## src/rtl/inst_queue.sv

```systemverilog
// Instruction queue between fetch and decode: circular FIFO of {pc, inst}
// packets with first-word fall-through, full back-pressure and mispredict flush.
module inst_queue #(
   parameter int DEPTH = 8,
   parameter int WIDTH = 64
) (
   input  logic                     clk,
   input  logic                     rst,
   input  logic                     flush,
   input  logic                     enq_valid,
   input  logic [WIDTH-1:0]         enq_data,
   output logic                     full,
   output logic                     deq_valid,
   output logic [WIDTH-1:0]         deq_data,
   input  logic                     deq_ready,
   output logic [$clog2(DEPTH):0]   count,
   output logic                     overflow
);
   localparam int AW = $clog2(DEPTH);
   localparam logic [AW:0] CNT_FULL = (AW+1)'(DEPTH);
   localparam logic [AW:0] PTR_ONE  = {{AW{1'b0}}, 1'b1};

   logic [WIDTH-1:0] mem [DEPTH];
   logic [AW:0]      head, tail;
   logic             empty, enq_fire, deq_fire;

   // Status comes from the registered pointers only, so deq_ready never
   // reaches the full path.
   assign count     = tail - head;
   assign empty     = (head == tail);
   assign full      = (count == CNT_FULL);
   assign deq_valid = !empty;
   assign deq_data  = mem[head[AW-1:0]];
   assign enq_fire  = enq_valid && !full;
   assign deq_fire  = deq_valid && deq_ready;

   always_ff @(posedge clk or negedge rst) begin
      if (!rst) begin
         head     <= '0;
         tail     <= '0;
         overflow <= 1'b0;
      end else if (flush) begin
         head     <= '0;
         tail     <= '0;
         overflow <= 1'b0;
      end else begin
         if (enq_fire)
            tail <= tail + PTR_ONE;
         if (deq_fire)
            head <= head + PTR_ONE;
         if (enq_valid && full)
            overflow <= 1'b1;
      end
   end

   // Storage is not reset; only the pointers define what is valid.
   always_ff @(posedge clk) begin
      if (enq_fire && !flush)
         mem[tail[AW-1:0]] <= enq_data;
   end
endmodule

```

## config.mk

```make
export PLATFORM = sky130hd
export DESIGN_NAME = inst_queue
export DESIGN_NICKNAME = d
export VERILOG_FILES = /design/src/rtl/inst_queue.sv
export SDC_FILE = /design/constraint.sdc
export NUM_CORES = 1
export LEC_CHECK = 0
export BUFFER_PORTS_ARGS = -buffer_cell sky130_fd_sc_hd__buf_2
export CELL_PAD_IN_SITES_DETAIL_PLACEMENT = 0
export CELL_PAD_IN_SITES_GLOBAL_PLACEMENT = 2
export CORE_MARGIN = 2
export CORE_UTILIZATION = 50
export CTS_BUF_LIST = sky130_fd_sc_hd__clkbuf_8
export CTS_CLUSTER_DIAMETER = 100
export DETAILED_ROUTE_END_ITERATION = 8
export PLACE_DENSITY_LB_ADDON = 0.1
export SYNTH_ARGS = -nofsm -noshare
export SYNTH_HDL_FRONTEND = slang
export SYNTH_SLANG_ARGS = --single-unit
```

## constraint.sdc

```tcl
create_clock -name clk -period 18.2 [get_ports clk]
set_input_delay 3.64 -clock clk [delete_from_list [all_inputs] [get_ports clk]]
set_output_delay 3.64 -clock clk [all_outputs]
set_load 0.005 [all_outputs]
```

==> reports/metrics.cfg <==
[timing]
finalSetupViolations=0
period_share_pct=43.7
rsz0062_at_grt=no
post-route-min-period_ns=7.96
clock.fmax_mhz=126
slew_headroom_pct=26.4
final.setup.worst_slack_ns=10.24
worst_slew_pin_slew_ns=1.10
clock_skew_ns=0.0154
finalMaxSlewViolations=0
whs_ns=0.520
fin_setup_tns_ns=0
hold_viol=0

[floorplan]
rows=73
dieArea_um2=41500
die-width_um=204
start_util_pct=50.4
die_h_um=204
core_area_um2=39500
io_pins=140

[synth]
synth.largest_area_cell=edfxtp_1
syn_avg_cell_area_um2=20.8
ys_seq_area_share_pct=78.2
yosys-top-cells-area=edfxtp_1, mux4_2, nand2_1
syn_area_um2=20000
ys_top_cells_by_count=edfxtp_1, nand2_1, mux4_2
synth_top_cell_area_share_pct=77.1
synthesis.nets=1036
ys_ff_latch=521
yosysUniqueCellTypes=43
yosysWarnings=0
synth-main-ff-cell=edfxtp_1
synth_edf_count=512
synthCells=961
async_flop_share_pct=1.73
synth.most_common_cell=edfxtp_1

[cells_and_area]
finalNonFillerCells=1746
area_delta_synth_final_pct=13.9
drive_gt1_share_pct=33.4
nNetsFinal=1237
ff_latch_area_um2=15600
fillCellCount=3040
finalCoreUtilization_pct=57.4
multi_input_comb_area_um2=4140

[min_path]
hp-class=register to register

[power_and_ir_drop]
power_density_nw_per_um2=130
ir_worst_vdd_mv=0.0666
leakagePower_nw=7.66

[worst_setup_path]
start_kind=register
critical_path_buf_inv_count=3
crit_required_ns=14.56
critical-path-slowest-cell=dfrtp_4
critPathMaxStageDelay_ns=1.12
r2r_setup_slack_ns=13.79
crit_arrival_ns=4.32
path_delay_family=buffers and inverters
crit_chain=buf_4 -> buf_4 -> mux4_2 -> nand2_1 -> nand2_1 -> buf_2
cp_max_fo=51
path_class=register to primary output
crit_path_end_kind=primary output

[clocking]
clk_latency_ns=0.61
postCtsSetupRepairBufs=0
cts_root_buffer=clkbuf_8
cts_buffers=84
cts_resized=0
cts.sinks=521
cts_max_path_buffers=3
postCtsHoldBufs=0
cts_tree=built
clkTransAtPathRegs_ns=0.06
htreeDepth=3

[job]
cap_violations=0

[global_route]
use_met2_pct=32.3
grtUsageMet3_pct=4.17
antenna_found_initial=6
grt_start_max_net_pins=73
grt_pass1_vias=10000
grt_pass1_wl_um=60000
track_usage_pct=19.8
grt.busiest_layer=met2
grt_overflow=0
gr-usage-met1_pct=26.9

[placed_design]
placed_cells=1601
pre_cts_ws_ns=10.64
port_buffers=139
place.gp.congestion=0.721
dp_hpwl_um=20300

[status]
status=completed

[drt]
drt_iter0_drc=477
antenna_left=0
wl_um=39800
drcViolationCount=0
routedWlPerCell_um=22.8
vias=9520
dr.pass1.iters=5
viasPerCell=5.45

[worst register-to-register path, delay by kind of cell (launching register included)]
family | cells | cell delay, ns
fa+ha+maj | 2 | 0.71
simple gates | 3 | 0.82
xor+xnor | 1 | 0.17
flops | 1 | 1.12
buf+inv | 3 | 1.21
[per-layer routing]
layer  up-vias  part of all wire, %
met5         -                0.048
met4         4                  1.9
met3        59                  5.0
met2       219                   49
met1      4977                   44
li1       4261                    -
[cells by family after synthesis]
logic type | after synthesis | share of synthesized area (%)
AO/OA/AOI/OAI | 15 | 0.552
XOR/XNOR | 5 | 0.295
adder cells (fa/ha/maj) | 6 | 0.414
buffers and inverters | 54 | 1.32
flip-flops | 521 | 78.2
multiplexers | 130 | 14.6
AND/OR/NAND/NOR | 230 | 4.67
[metrics by stage]
| step | area, um2 | total power [mW] |
|---|---|---|
| after floorplan | 20000 | 1.93 |
| after detailed placement | 21300 | 2.14 |
| final | 22700 | 2.95 |
| after global placement | 21300 | 2.14 |
| after global routing | 22700 | 3.11 |
| after CTS | 22700 | 3.01 |
[cell usage in the layout (no fill, tap or decap), drive strengths merged, types with 2 or more instances in the layout]
| cell type | instances |
|---|---|
| ha | 5 |
| edfxtp | 512 |
| nor4 | 4 |
| diode | 4 |
| a21oi | 3 |
| nand3b | 2 |
| inv | 34 |
| nand2b | 2 |
| clkinv | 27 |
| buf | 161 |
| nor2 | 10 |
| mux4 | 128 |
| a31oi | 2 |
| clkbuf | 87 |
| nand3 | 3 |
| xor2 | 3 |
| dfrtp | 9 |
| nand2 | 197 |
| and3 | 2 |
| nor3 | 5 |
| xnor2 | 2 |
| o211ai | 2 |
[power by group]
part	internal [mW]	switching, mW
registers	1.39	0.0502
logic	0.333	0.317
clock network	0.438	0.423
[sequential cells by signal, indices dropped and copies added, names as in the netlist]
signal    flops
mem         512
head          4
tail          4
overflow      1
[path summary, 6_finish.rpt]
path / from / cells after the start / end
setup / recovery: head[0] / 6 / deq_data[51]
hold / removal: overflow / 2 / overflow
setup reg to reg: head[0] / 9 / mem[1][46]
hold reg to reg: overflow / 2 / overflow
max in group asynchronous: rst / 1 / head[0]
min in group asynchronous: rst / 1 / tail[3]
[area by class of cell]
type	count	area share [%]
well taps	525	2.89
inverters	8	0.132
repair buffers	161	3.79
multi-input cells	386	18.2
flip-flops and latches	521	68.7
diodes	4	0.0441
clock inverters	54	0.964
clock buffers	87	5.27
Note: power is estimated with default switching activity, not from simulation.
